### src/rtl/divisor.sv
// Sequential 3-bit unsigned restoring divider: one quotient bit per SHIFT/SUB
// pair, registered quotient/remainder/divide-by-zero flag, one-cycle done pulse.
module divisor (
  input  logic       clk,
  input  logic       rst,
  input  logic       init,
  input  logic [2:0] DV,
  input  logic [2:0] DR,
  output logic [2:0] C,
  output logic [2:0] R,
  output logic       err,
  output logic       done,
  output logic       busy,
  output logic [1:0] state_o
);

  typedef enum logic [1:0] {
    S_IDLE  = 2'd0,
    S_SHIFT = 2'd1,
    S_SUB   = 2'd2,
    S_DONE  = 2'd3
  } state_t;

  state_t     state_q, state_d;
  logic [3:0] a_q, a_d;
  logic [2:0] q_q, q_d;
  logic [2:0] d_q, d_d;
  logic [1:0] cnt_q, cnt_d;
  logic [2:0] c_q, c_d;
  logic [2:0] r_q, r_d;
  logic       err_q, err_d;
  logic       busy_q, busy_d;

  // A is one bit wider than D so the trial subtraction never overflows.
  logic       a_ge;
  logic [3:0] a_sub;
  assign a_ge  = (a_q >= {1'b0, d_q});
  assign a_sub = a_q - {1'b0, d_q};

  always_comb begin
    state_d = state_q;
    a_d     = a_q;
    q_d     = q_q;
    d_d     = d_q;
    cnt_d   = cnt_q;
    c_d     = c_q;
    r_d     = r_q;
    err_d   = err_q;
    busy_d  = busy_q;
    case (state_q)
      S_IDLE: begin
        if (init) begin
          if (DR == 3'd0) begin
            c_d     = 3'b111;
            r_d     = DV;
            err_d   = 1'b1;
            state_d = S_DONE;
          end else begin
            q_d     = DV;
            d_d     = DR;
            a_d     = 4'd0;
            cnt_d   = 2'd3;
            busy_d  = 1'b1;
            state_d = S_SHIFT;
          end
        end
      end
      S_SHIFT: begin
        // A < D <= 7 holds here, so A[3] is always zero and nothing is lost.
        {a_d, q_d} = {a_q[2:0], q_q, 1'b0};
        state_d    = S_SUB;
      end
      S_SUB: begin
        if (a_ge) begin
          a_d = a_sub;
          q_d = {q_q[2:1], 1'b1};
        end
        cnt_d = cnt_q - 2'd1;
        if (cnt_q == 2'd1) begin
          c_d     = q_d;
          r_d     = a_d[2:0];
          err_d   = 1'b0;
          busy_d  = 1'b0;
          state_d = S_DONE;
        end else begin
          state_d = S_SHIFT;
        end
      end
      S_DONE: begin
        state_d = S_IDLE;
      end
      default: begin
        state_d = S_IDLE;
      end
    endcase
  end

  always_ff @(posedge clk) begin
    if (rst) begin
      state_q <= S_IDLE;
      a_q     <= 4'd0;
      q_q     <= 3'd0;
      d_q     <= 3'd0;
      cnt_q   <= 2'd0;
      c_q     <= 3'd0;
      r_q     <= 3'd0;
      err_q   <= 1'b0;
      busy_q  <= 1'b0;
    end else begin
      state_q <= state_d;
      a_q     <= a_d;
      q_q     <= q_d;
      d_q     <= d_d;
      cnt_q   <= cnt_d;
      c_q     <= c_d;
      r_q     <= r_d;
      err_q   <= err_d;
      busy_q  <= busy_d;
    end
  end

  assign C       = c_q;
  assign R       = r_q;
  assign err     = err_q;
  assign busy    = busy_q;
  assign done    = (state_q == S_DONE);
  assign state_o = state_q;

endmodule
### config.mk
export PLATFORM = sky130hd
export DESIGN_NAME = divisor
export DESIGN_NICKNAME = d
export VERILOG_FILES = /design/src/rtl/divisor.sv
export SDC_FILE = /design/constraint.sdc
export NUM_CORES = 1
export LEC_CHECK = 0
export ABC_AREA = 0
export CAP_MARGIN = 20
export CORE_ASPECT_RATIO = 0.6
export CORE_MARGIN = 1
export CORE_UTILIZATION = 50
export CTS_CLUSTER_SIZE = 24
export DETAILED_ROUTE_END_ITERATION = 8
export GPL_TIMING_DRIVEN = 0
export PLACE_DENSITY_LB_ADDON = 0.12
export SYNTH_ARGS = -nofsm -noshare
export SYNTH_HDL_FRONTEND = slang
export SYNTH_SLANG_ARGS = --single-unit
export TNS_END_PERCENT = 30
### constraint.sdc
create_clock -name clk -period 2.6 [get_ports clk]
set_input_delay 0.26 -clock clk [delete_from_list [all_inputs] [get_ports clk]]
set_output_delay 0.26 -clock clk [all_outputs]
set_load 0.01 [all_outputs]
==> flow_summary_export.csv, run 1 <==
group,metric,value,unit
setup_path,crit_required,2780,ps
final_layout,layout-drive-gt1-share,0.124,
clocking,cts_inserted_buffers,3,
sta,fin_tns_setup,0,ps
sta,slew_headroom,0.590,
setup_path,path_max_fanout,5,
final_layout,fillers,186,
routing,vias,1262,
floorplanning,ios,20,
routing,drc,0,
setup_path,cp-end-kind,"register",
global_routing,grt_max_degree,14,
clocking,clk_latency,270,ps
sta,final-max-slew-violation-count,0,
sta,finalClockSkew,2.75,ps
setup_path,r2r_start,"a_q[0]",
sta,hold_viol_final,0,
sta,rsz0062_at_grt,"false",
synthesis,yosysUniqueCellTypes,46,
worst_hold_path,worst_hold_path_type,"input port to register",
sta,setup_viol_count_final,0,
placement,hpwlAfterDp,2.35,mm
sta,worstMarginPinSlew,610,ps
final_layout,area_growth,23.1,%
setup_path,r2r-end,"R[2]",
clocking,cts_root_buffer,"clkbuf_8",
global_routing,grt.total_usage,0.256,
clocking,htree_levels,1,
synthesis,syn_area,0.00132,mm^2
clocking,cts_tree,"yes",
floorplanning,row_count,13,
synthesis,ys_warn_count,0,
floorplanning,core_area,0.00233,mm^2
setup_path,cp.arrival,2480,ps
routing,antenna_left,0,
placement,place_inst,195,
routing,routed_wl,3.30,mm
power,p_leak,0.567,nW
final_layout,fin_area,0.00162,mm^2
synthesis,syn_nets,165,
final_layout,finalNetCount,189,
synthesis,yosys_register_bits,22,
clocking,postCtsHoldBufs,0,
routing,wl_per_cell,16.5,um
routing,dr.pass1.iters,4,
sta,fmax,435,MHz
synthesis,synth_cells,147,
global_routing,antenna_found_initial,0,
synthesis,synthFlopType,"dfxtp_1",
final_layout,antennaDiodeCount,0,
setup_path,rr_worst_depth,8,
setup_path,critical_path_class,"register to register",
power,vdd_ir_drop_max,569,uV
final_layout,area.sequential,440,um^2
floorplanning,initial_core_util,0.566,
synthesis,async_flop_share,0,
floorplanning,die_h,41.8,um
synthesis,synth_edf_count,0,
synthesis,avgSynthCellArea,8.96,um^2
outcome,status,"completed",
final_layout,multi_input_area,817,um^2
global_routing,grt_pass1_wl,5.37,mm
power,powerDensity,1130,mW/mm^2
setup_path,crit_end,"R[2]",
clocking,path_clk_slew,90,ps
floorplanning,die_area,0.00285,mm^2
sta,post-route-period-util,0.884,
setup_path,startpoint_type,"register",
sta,fin_crit,2300,ps
routing,drtIter0Drc,86,
floorplanning,die_width,68.3,um
clocking,clkSinkCount,22,
placement,placed_area,0.00154,mm^2
final_layout,fin_cells,200,
placement,gp_congestion,0.863,
routing,viasPerCell,6.31,
setup_path,r2r_slack,300,ps
global_routing,grt_overflow,0,
flow_run,max-cap-violations,0,
synthesis,synth_seq_area_share,0.334,
placement,io_buffers,18,
global_routing,grt_pass1_vias,1101,
clocking,clockBufferDepth,2,
setup_path,cp-startpoint,"a_q[0]",
report_power, final:
| part | switching (mW) | leakage [nW] | internal [mW] | total [mW] |
|---|---|---|---|---|
| clock network | 0.121 | 0.0357 | 0.206 | 0.327 |
| logic | 0.565 | 0.351 | 0.420 | 0.985 |
| registers | 0.0794 | 0.181 | 0.444 | 0.523 |
| total | 0.765 | 0.567 | 1.07 | 1.83 |
state kept, by name (all words and copies together) (netlist names):
register	count
state_o	2
busy	1
q_q	3
R	3
d_q	3
err	1
cnt_q	2
C	3
a_q	4
metal layers:
metal / wire [um] / vias up / global-route usage
li1: - / 600 / -
met5: 0 / - / 0
met2: 1460 / 35 / 0.369
met4: 25 / 0 / 0.0375
met3: 179 / 4 / 0.0659
met1: 1630 / 623 / 0.384
cell families after synthesis:
| group | count (synthesis) | synth area share |
|---|---|---|
| flops | 22 | 0.334 |
| fa+ha+maj | 9 | 0.0912 |
| simple gates | 49 | 0.197 |
| xor+xnor | 1 | 0.00665 |
| buf+inv | 17 | 0.0513 |
| mux | 4 | 0.0342 |
| compound gates | 45 | 0.286 |
synthesized netlist by cell type, types with 2 or more instances:
cell,number,share of area
nor3_1,2,0.0076
nor2_1,7,0.020
a22oi_1,4,0.023
nand3_1,8,0.030
o311ai_1,2,0.013
dfxtp_1,22,0.33
a31oi_1,2,0.0095
nand3b_1,2,0.011
a21oi_1,9,0.034
o21ai_0,4,0.015
ha_1,8,0.076
nor3b_1,2,0.011
a311oi_1,5,0.033
o22ai_1,2,0.0095
buf_2,2,0.0076
nand2_1,14,0.040
nand2b_1,6,0.028
clkbuf_1,3,0.0085
mux2_2,4,0.034
inv_1,10,0.028
o311a_1,2,0.015
a221oi_2,2,0.023
o41ai_2,2,0.025
critical path, stage by stage (launching register included):
cell and delay, ps:
dfxtp_1 360, inv_1 80, ha_1 190, inv_1 70, fa_1 400, a21o_1 200
a211oi_4 250, mux2_2 390, o311ai_1 260
cell usage in the layout (no fill, tap or decap), types with 3 or more instances in the layout:
| cell | netlist | routed |
|---|---|---|
| clkdlybuf4s50_1 | 0 | 18 |
| mux2_2 | 4 | 4 |
| ha_1 | 8 | 8 |
| a21oi_1 | 9 | 9 |
| nand3_1 | 8 | 8 |
| a22oi_1 | 4 | 4 |
| inv_1 | 10 | 10 |
| clkbuf_8 | 0 | 3 |
| clkbuf_1 | 3 | 3 |
| nor2_1 | 7 | 7 |
| nand2b_1 | 6 | 6 |
| o21ai_0 | 4 | 4 |
| a311oi_1 | 5 | 5 |
| nand2_1 | 14 | 14 |
| dfxtp_1 | 22 | 22 |
worst min-delay path by stage:
| stage | startpoint | end | slack (ps) | depth (start not counted) |
|---|---|---|---|---|
| CTS | rst | a_q[2] | 450 | 2 |
| floorplan | DR[1] | d_q[1] | 400 | 2 |
| global placement | d_q[1] | d_q[1] | 450 | 2 |
| detailed placement | d_q[2] | d_q[2] | 460 | 2 |
| global route | d_q[1] | d_q[1] | 490 | 2 |
| finish | rst | a_q[2] | 450 | 2 |
layout make-up:
type | instances | area share
well taps | 30 | 0.0231
clock inverters | 1 | 0.0185
plain buffers | 6 | 0.0162
flip-flops and latches | 22 | 0.272
inverters | 11 | 0.0255
repair buffers | 19 | 0.116
multi-input cells | 108 | 0.504
clock buffers | 3 | 0.0255
what timing repair did:
action                                  in CTS  in global routing
endpoints found under the setup margin       0                  4
buffers inserted                             0                  1
resized for setup                            0                  1
metrics by stage:
step	setup slack (ps)	hold slack [ps]	utilization	total power [mW]
floorplan	354	396	-	1.18
finish	303	455	0.697	1.83
detailed placement	89.4	463	0.660	1.48
CTS	13.4	448	0.691	1.81
global placement	129	448	0.660	1.45
global route	127	490	0.697	1.97
No activity file was read; power rests on OpenSTA's default activity.
==> run 2: changes to the inputs <==
- CORE_MARGIN: 1 -> not set
==> results of run 2 <==
Final layout, timing and power as in run 1 (identical DEF).
